--- src/rtl/diffdigota_gate_seq.sv ---
// Gate-drive sequencer for the DiffDigota output stage: three legs (cm, om, op),
// each with break-before-make dead time, plus power-up settle and orderly shutdown.
module diffdigota_gate_seq #(
    parameter int DEAD_CYC  = 2,
    parameter int START_CYC = 8,
    parameter int CNT_W     = 4
) (
    input  logic clk,
    input  logic rst_n,
    input  logic oe,
    input  logic req_cmpmos,
    input  logic req_cmnmos,
    input  logic req_ompmos,
    input  logic req_omnmos,
    input  logic req_oppmos,
    input  logic req_opnmos,
    input  logic clr_conflict,
    output logic cmpmos,
    output logic ompmos,
    output logic oppmos,
    output logic cmnmos,
    output logic omnmos,
    output logic opnmos,
    output logic ready,
    output logic conflict
);

    typedef enum logic [1:0] {
        SEQ_DISABLED = 2'd0,
        SEQ_STARTUP  = 2'd1,
        SEQ_RUN      = 2'd2,
        SEQ_SHUTDOWN = 2'd3
    } seq_e;

    typedef enum logic [1:0] {
        LEG_OFF = 2'd0,
        LEG_PON = 2'd1,
        LEG_NON = 2'd2
    } leg_e;

    localparam logic [CNT_W-1:0] DEAD_MAX   = CNT_W'(DEAD_CYC);
    localparam logic [CNT_W-1:0] START_LAST = CNT_W'(START_CYC - 1);

    // Leg index 0 = cm, 1 = om, 2 = op.
    logic [2:0] req_p;
    logic [2:0] req_n;
    logic [2:0] leg_pmos;
    logic [2:0] leg_nmos;
    logic [2:0] leg_dead;
    logic [2:0] leg_conflict;
    logic       leg_en;

    seq_e             seq_q, seq_d;
    logic [CNT_W-1:0] scnt_q, scnt_d;
    logic             ready_q, ready_d;
    logic             conflict_q, conflict_d;

    assign req_p = {req_oppmos, req_ompmos, req_cmpmos};
    assign req_n = {req_opnmos, req_omnmos, req_cmnmos};

    // Legs may only switch on while RUN is both current and next state, so a
    // falling oe forces every gate off on the same edge that leaves RUN.
    assign leg_en = (seq_q == SEQ_RUN) && oe;

    for (genvar g = 0; g < 3; g++) begin : g_leg
        leg_e             state_q, state_d;
        logic [CNT_W-1:0] cnt_q, cnt_d;
        logic             pmos_q, pmos_d;
        logic             nmos_q, nmos_d;
        logic             want_p, want_n;

        assign want_p = !req_p[g] && !req_n[g];
        assign want_n =  req_p[g] &&  req_n[g];

        // NOTE: every variable gets a default at the top of always_comb, so no
        // path through the case can leave it unassigned and infer a latch.
        always_comb begin
            state_d = state_q;
            cnt_d   = cnt_q;
            unique case (state_q)
                LEG_OFF: begin
                    if (cnt_q < DEAD_MAX) begin
                        cnt_d = cnt_q + CNT_W'(1);
                    end
                    if (leg_en && (cnt_q == DEAD_MAX)) begin
                        if (want_p) begin
                            state_d = LEG_PON;
                        end else if (want_n) begin
                            state_d = LEG_NON;
                        end
                    end
                end
                LEG_PON: begin
                    if (!leg_en || !want_p) begin
                        state_d = LEG_OFF;
                        cnt_d   = '0;
                    end
                end
                LEG_NON: begin
                    if (!leg_en || !want_n) begin
                        state_d = LEG_OFF;
                        cnt_d   = '0;
                    end
                end
                default: begin
                    state_d = LEG_OFF;
                    cnt_d   = '0;
                end
            endcase
            // Gates are decoded from the next state and registered, so the two
            // drives of a leg can never both be on in the same cycle.
            pmos_d = (state_d != LEG_PON);
            nmos_d = (state_d == LEG_NON);
        end

        // NOTE: sequential state uses non-blocking assignments only, so every
        // register samples the pre-edge values regardless of statement order.
        always_ff @(posedge clk or negedge rst_n) begin
            if (!rst_n) begin
                state_q <= LEG_OFF;
                cnt_q   <= '0;
                pmos_q  <= 1'b1;
                nmos_q  <= 1'b0;
            end else begin
                state_q <= state_d;
                cnt_q   <= cnt_d;
                pmos_q  <= pmos_d;
                nmos_q  <= nmos_d;
            end
        end

        assign leg_pmos[g]     = pmos_q;
        assign leg_nmos[g]     = nmos_q;
        assign leg_dead[g]     = (cnt_q == DEAD_MAX);
        assign leg_conflict[g] = !req_p[g] && req_n[g];
    end

    always_comb begin
        seq_d  = seq_q;
        scnt_d = scnt_q;
        unique case (seq_q)
            SEQ_DISABLED: begin
                if (oe) begin
                    seq_d  = SEQ_STARTUP;
                    scnt_d = '0;
                end
            end
            SEQ_STARTUP: begin
                if (!oe) begin
                    seq_d = SEQ_DISABLED;
                end else if (scnt_q == START_LAST) begin
                    seq_d = SEQ_RUN;
                end else begin
                    scnt_d = scnt_q + CNT_W'(1);
                end
            end
            SEQ_RUN: begin
                if (!oe) begin
                    seq_d = SEQ_SHUTDOWN;
                end
            end
            SEQ_SHUTDOWN: begin
                // oe is deliberately ignored until every leg has drained its dead time.
                if (&leg_dead) begin
                    seq_d = SEQ_DISABLED;
                end
            end
            default: begin
                seq_d = SEQ_DISABLED;
            end
        endcase

        ready_d = (seq_d == SEQ_RUN);

        // A new shoot-through request wins over a clear on the same cycle.
        if ((seq_q == SEQ_RUN) && (|leg_conflict)) begin
            conflict_d = 1'b1;
        end else if (clr_conflict) begin
            conflict_d = 1'b0;
        end else begin
            conflict_d = conflict_q;
        end
    end

    always_ff @(posedge clk or negedge rst_n) begin
        if (!rst_n) begin
            seq_q      <= SEQ_DISABLED;
            scnt_q     <= '0;
            ready_q    <= 1'b0;
            conflict_q <= 1'b0;
        end else begin
            seq_q      <= seq_d;
            scnt_q     <= scnt_d;
            ready_q    <= ready_d;
            conflict_q <= conflict_d;
        end
    end

    assign cmpmos   = leg_pmos[0];
    assign ompmos   = leg_pmos[1];
    assign oppmos   = leg_pmos[2];
    assign cmnmos   = leg_nmos[0];
    assign omnmos   = leg_nmos[1];
    assign opnmos   = leg_nmos[2];
    assign ready    = ready_q;
    assign conflict = conflict_q;

endmodule

--- config.mk ---
export PLATFORM = sky130hd
export DESIGN_NAME = diffdigota_gate_seq
export DESIGN_NICKNAME = d
export VERILOG_FILES = /design/src/rtl/diffdigota_gate_seq.sv
export SDC_FILE = /design/constraint.sdc
export NUM_CORES = 1
export LEC_CHECK = 0
export ABC_CLOCK_PERIOD_IN_PS = 2360
export CORE_MARGIN = 1.5
export CORE_UTILIZATION = 59
export DETAILED_ROUTE_END_ITERATION = 8
export GPL_TIMING_DRIVEN = 1
export PLACE_DENSITY = 0.83
export SETUP_SLACK_MARGIN = 0.4
export SYNTH_ARGS = -nofsm -noshare
export SYNTH_HDL_FRONTEND = slang
export SYNTH_SLANG_ARGS = --single-unit
--- constraint.sdc ---
create_clock -name clk -period 2.36 [get_ports clk]
set_input_delay 0.354 -clock clk [delete_from_list [all_inputs] [get_ports clk]]
set_output_delay 0.354 -clock clk [all_outputs]
set_load 0.03 [all_outputs]
==> metrics.csv, run 1 <==
metric;value;unit
io_buffers;17;
slowest_delay;0.66;ns
combPwrFrac;10.1;%
ys_ff_latch;32;
die_x;55.65;um
reg2reg_slack;0.65;ns
syn-cell-area;1635;um^2
crit_buf_inv;1;
slowest_stage;clkdlybuf4s50_1;
die_h;55.65;um
cts_resized;0;
skew;0.01280;ns
startpoint_type;flip-flop;
synth.distinct_cells;39;
num-fill-cells;198;
vdd.ir_drop.worst;469.4;uV
p_seq_share;60.4;%
syn_to_final_growth;15.76;%
crit_chain;clkdlybuf4s50_1;
final_nets;194;
p_clk_share;29.5;%
final_cell_mix;29 x dfrtp_1, 17 x clkdlybuf4s50_1, 12 x nor2_1, 12 x a211oi_1, 9 x nor4_1;
drtIter0Drc;52;
cts-root-buf;clkbuf_4;
ant_nets;0;
antenna_found_initial;0;
hpwl;2.418;mm
critPathMaxFanout;1;
holdWs;0.4133;ns
async_reset_ff_share;100.0;%
cts_tree;built;
cts_hold_buf;0;
avgSynthCellArea;10.62;um^2
max_freq;0.5365;GHz
syn-num-nets;171;
maxCapViolCount;0;
final_common_cell;dfrtp_1;
synth-edff-count;0;
period_needed;1.864;ns
intPower;0.0007311;W
yosys-top-cells-area;dfrtp_1 44%, a211oi_1 5.5%, ha_1 5.4%;
viasPerCell;6.457;
grt_usage;24.22;%
start_util;64.26;%
clkTransAtPathRegs;0.10;ns
setup_violations;0;
n_antenna_cell;0;
syn_inst;154;
cts_setup_buffers;0;
swShare;25.45;%
die-area;3096;um^2
ys_warn_count;0;
grt_overflow;0;
place.gp.congestion;0.8132;
drive_gt1_share;10.67;%
cts_max_level;2;
drv_slew;0;
min_path_type;input port to async pin;
status;finished, final reports clean;
clk_latency;0.33;ns
drc_errors;0;
postRouteWirelength;3.257;mm
worst_setup_path_end_kind;primary output;
wl_per_cell;15.66;um
clockBufferDepth;2;
pin_count;18;
crit_type;flip-flop to primary output;
core_area;2545;um^2
synth-main-ff-cell;dfrtp_1;
leakage;0.7552;nW
clock_sinks;32;
synth_top_cell_by_area;dfrtp_1;
p_sw;0.0002496;W
crit_family;buffers and inverters;
fin_setup_tns;0;ns
tightest_slew;0.5233;ns
rows;18;
crit_required;2.01;ns
p_per_area;518.0;nW/um^2
rsz0062_at_grt;no;
synth-seq-area-share;49.20;%
slew_headroom;65.04;%
synth_top_area_share;44.38;%
arrival;1.51;ns
dr.pass1.iters;4;
grt_pass1_vias;1361;
fin_crit_sh;78.97;%
dr_total_vias;1343;
hold_violations;0;
grt_pass1_wl;5.747;mm
grt_max_degree;33;
cts_inserted_buffers;5;
synthesized netlist by cell type (all sizes together), types with 4 or more instances:
master   n
o21ai    5
nor2    12
nand2    4
o21a     4
nand4b   5
nor3b    4
dfrtp   29
a211oi  12
ha       7
a21oi    7
nor3     4
inv      8
nor4     9
a21boi   5
power by group through the flow:
stage	Clock (W)	Sequential [W]	Combinational (W)
CTS	0.000300	0.000592	0.000100
floorplan	0	0.000599	0.0000496
detailed placement	0	0.000602	0.0000999
finish	0.000290	0.000592	0.0000986
global route	0.000322	0.000599	0.000111
global placement	0	0.000601	0.0000952
final cells by class:
type	count	area [um^2]	share of cell area (%)
repair buffers	18	177.7	9.385
clock buffers	7	45.04	2.379
inverters	8	30.03	1.586
clock inverters	1	5.005	0.2644
multi-input cells	112	793.3	41.90
flip-flops and latches	32	804.5	42.50
well taps	30	37.54	1.983
flip-flops by register name (all words and copies together), names as in the netlist:
signal and cells:
cmnmos 1, cmpmos 1, conflict 1, g_leg.cnt_q 12, g_leg.state_q 6, omnmos 1, ompmos 1, opnmos 1
oppmos 1, ready 1, scnt_q 4, seq_q 2
worst reg2reg max path, stage by stage (launching register included):
cell and delay [ns]:
dfrtp_1 0.42, inv_1 0.10, ha_1 0.14, nor3b_1 0.44, nand4_1 0.20, a32o_1 0.29
cell families (layout without fill, tap and decap cells):
kind of cell	after synthesis	count (layout)	synth area share [%]
simple gates	58	58	22.34
flops	32	32	49.20
mux	2	2	1.301
fa+ha+maj	7	7	5.356
buf+inv	10	34	2.296
compound gates	45	45	19.51
path summary, 6_finish.rpt:
check / end / depth (start not counted) / startpoint
worst max-delay path: ompmos / 1 / ompmos
max in group asynchronous: oppmos / 2 / rst_n
min in group clk: omnmos / 1 / g_leg[1].state_q[0]
worst min register to register: omnmos / 1 / g_leg[1].state_q[0]
worst min-delay path: g_leg[1].cnt_q[2] / 2 / rst_n
worst max register to register: seq_q[0] / 5 / g_leg[0].cnt_q[0]
per-layer routing:
layer	up-vias	GRT usage, %	part of all wire, %	wire length (um)
li1	637	-	-	-
met1	663	27.24	42	1358
met2	33	40.31	51	1660
met3	10	6.744	4.1	133
met4	0	15.33	3.2	105
met5	-	0	0	0
metrics by stage:
step                      total power, W  area, um^2  instances  utilization (%)  setup slack, ns
after floorplan                0.0006488        1635        154                -           0.9481
after global placement         0.0006961        1843        200            72.42           0.4662
after detailed placement       0.0007021        1843        200            72.42           0.3450
after CTS                      0.0009915        1893        208            74.39           0.4745
after global routing            0.001033        1893        208            74.39           0.4079
final                          0.0009807        1893        208            74.39           0.4962
(Power assumes the default switching activity.)
==> inputs of run 2 (changes only) <==
Settings changed: ABC_CLOCK_PERIOD_IN_PS 2360 to 1660, CORE_UTILIZATION 59 to 50, PLACE_DENSITY 0.83 to 0.75.
Clock period 2.36 ns to 1.66 ns, I/O delays scaled along.
==> metrics.csv, run 2 (synthesis results as in run 1) <==
metric;value;unit;change
maxCapViolCount;0;;unchanged
grt_pass1_vias;1418;;+4.2%
cts_inserted_buffers;5;;unchanged
r2r-start;g_leg[1].state_q[1];;
setup_violations;0;;unchanged
clock_sinks;32;;unchanged
arrival;1.71;ns;+0.20 ns
largest_reg_flops;12;;unchanged
die_x;60.19;um;+8.2%
place_ws;-0.1131;ns;-0.4581 ns
max_freq;0.6857;GHz;
dr.pass1.iters;4;;unchanged
top_register;g_leg.cnt_q;;
pin_count;18;;unchanged
dr_total_vias;1477;;+10%
core_area;3078;um^2;+21%
crit_required;1.91;ns;-0.10 ns
postRouteWirelength;4.120;mm;+26%
leakage;0.9884;nW;+31%
drive_gt1_share;41.90;%;+31 points
cts_max_level;2;;unchanged
worst_slack;0.2017;ns;-0.2945 ns
critPathLaunch;g_leg[1].state_q[1];;
r2r_cells;3;;-2
syn_to_final_growth;43.84;%;
clk_latency;0.33;ns;about the same
min_path_type;input port to async pin;;
rsz0062_at_grt;yes;;
hold_violations;0;;unchanged
drtIter0Drc;91;;+75%
status;finished, final reports clean;;
worst_setup_path_end_kind;flip-flop;;
crit_end;g_leg[1].cnt_q[2];;
critPathMaxFanout;4;;+3
vdd.ir_drop.worst;648.9;uV;+38%
grt_usage;23.48;%;-0.74 points
slew_headroom;70.43;%;+5.4 points
multiInputGateArea;965.9;um^2;+22%
grt_max_degree;33;;unchanged
ant_nets;0;;unchanged
die-area;3623;um^2;+17%
io_buffers;17;;unchanged
p_per_area;641.6;nW/um^2;+24%
period_needed;1.458;ns;
hpwl;2.445;mm;+1.1%
final_cell_mix;29 x buf_4, 26 x dfrtp_1, 10 x nor2_1;;
n_antenna_cell;0;;unchanged
place_inst;225;;+13%
holdWs;0.3008;ns;-0.1125 ns
drc_errors;0;;unchanged
startpoint_type;flip-flop;;
crit_type;flip-flop to flip-flop;;
clkTransAtPathRegs;0.11;ns;about the same
cts_hold_buf;0;;unchanged
reg2reg_to;g_leg[1].cnt_q[2];;
total_power;0.001509;W;+54%
clockBufferDepth;2;;unchanged
wl_per_cell;16.22;um;+3.6%
skew;0.009943;ns;-0.002857 ns
rows;20;;+2
drv_slew;0;;unchanged
cts_tree;built;;
tightest_slew;0.4435;ns;-0.07975 ns
start_util;53.13;%;-11 points
largestRegisters;g_leg.cnt_q (12), g_leg.state_q (6), scnt_q (4);;
die_h;60.19;um;+8.2%
grt_pass1_wl;6.223;mm;+8.3%
viasPerCell;5.815;;-9.9%
post-route-util;76.42;%;+2.0 points
antenna_found_initial;0;;unchanged
cts-root-buf;clkbuf_4;;
final_common_cell;buf_4;;
reg2reg_slack;0.20;ns;-0.45 ns
final_nets;226;;+16%
place.gp.congestion;0.7932;;-2.5%
grt_overflow;0;;unchanged
instances_no_fill;254;;+22%
fin_crit_sh;87.85;%;
num-fill-cells;206;;+4.0%
seq_area;808.3;um^2;+0.47%
## run 2: metrics by stage
stage          TNS, ns  instance area, um^2
3_5_place_dp   -0.8083                 1979
3_3_place_gp   -0.3573                 1979
4_1_cts              0                 2212
6_report             0                 2352
5_1_grt              0                 2352
2_1_floorplan        0                 1659
## run 2: layer usage
layer / wire length [um] / up-vias / GRT usage, %
met5: 0 / - / 0
met1: 1807 / 726 / 27.16
li1: - / 704 / -
met3: 130 / 7 / 4.762
met4: 61 / 0 / 11.11
met2: 2120 / 40 / 41.15
## run 2: how the worst min path moves through the flow
stage                     cells after the start  startpoint                end  slack [ns]
after CTS                                     2       rst_n  g_leg[1].cnt_q[3]        0.31
after global placement                        2    conflict           conflict        0.52
final                                         2       rst_n  g_leg[1].cnt_q[3]        0.30
after floorplan                               0       rst_n             cmnmos       -0.05
after global routing                          2       rst_n  g_leg[2].cnt_q[3]        0.34
after detailed placement                      2    conflict           conflict        0.54
## run 2: final cells by class
cell class                      instances  area share, %
Clock buffer                            6          2.181
Clock inverter                          2         0.4255
Inverter                                8          1.277
Multi-Input combinational cell        112          41.06
Sequential cell                        32          34.36
Tap cell                               44          2.340
Timing Repair Buffer                   50          18.35
## run 2: timing repair
| action | 4_1_cts | 5_1_grt |
|---|---|---|
| gates resized for setup | 51 | 34 |
| buffers inserted | 13 | 8 |
| hold endpoints to repair | 0 | 0 |
| pin swaps | 11 | 12 |
| endpoints found under the setup margin | 32 | 37 |
| cloned | 0 | 0 |
## run 2: worst max-delay path, stage by stage, from the launching register on
cell      delay [ns]
dfrtp_1         0.43
or4b_4          0.52
a21o_4          0.24
a211oi_2        0.18
## run 2: power breakdown
group	total (W)	internal (W)	leakage, nW	switching, W
logic	0.000206	0.000107	0.565	0.0000993
registers	0.000837	0.000806	0.385	0.0000311
clock network	0.000466	0.000201	0.0380	0.000264
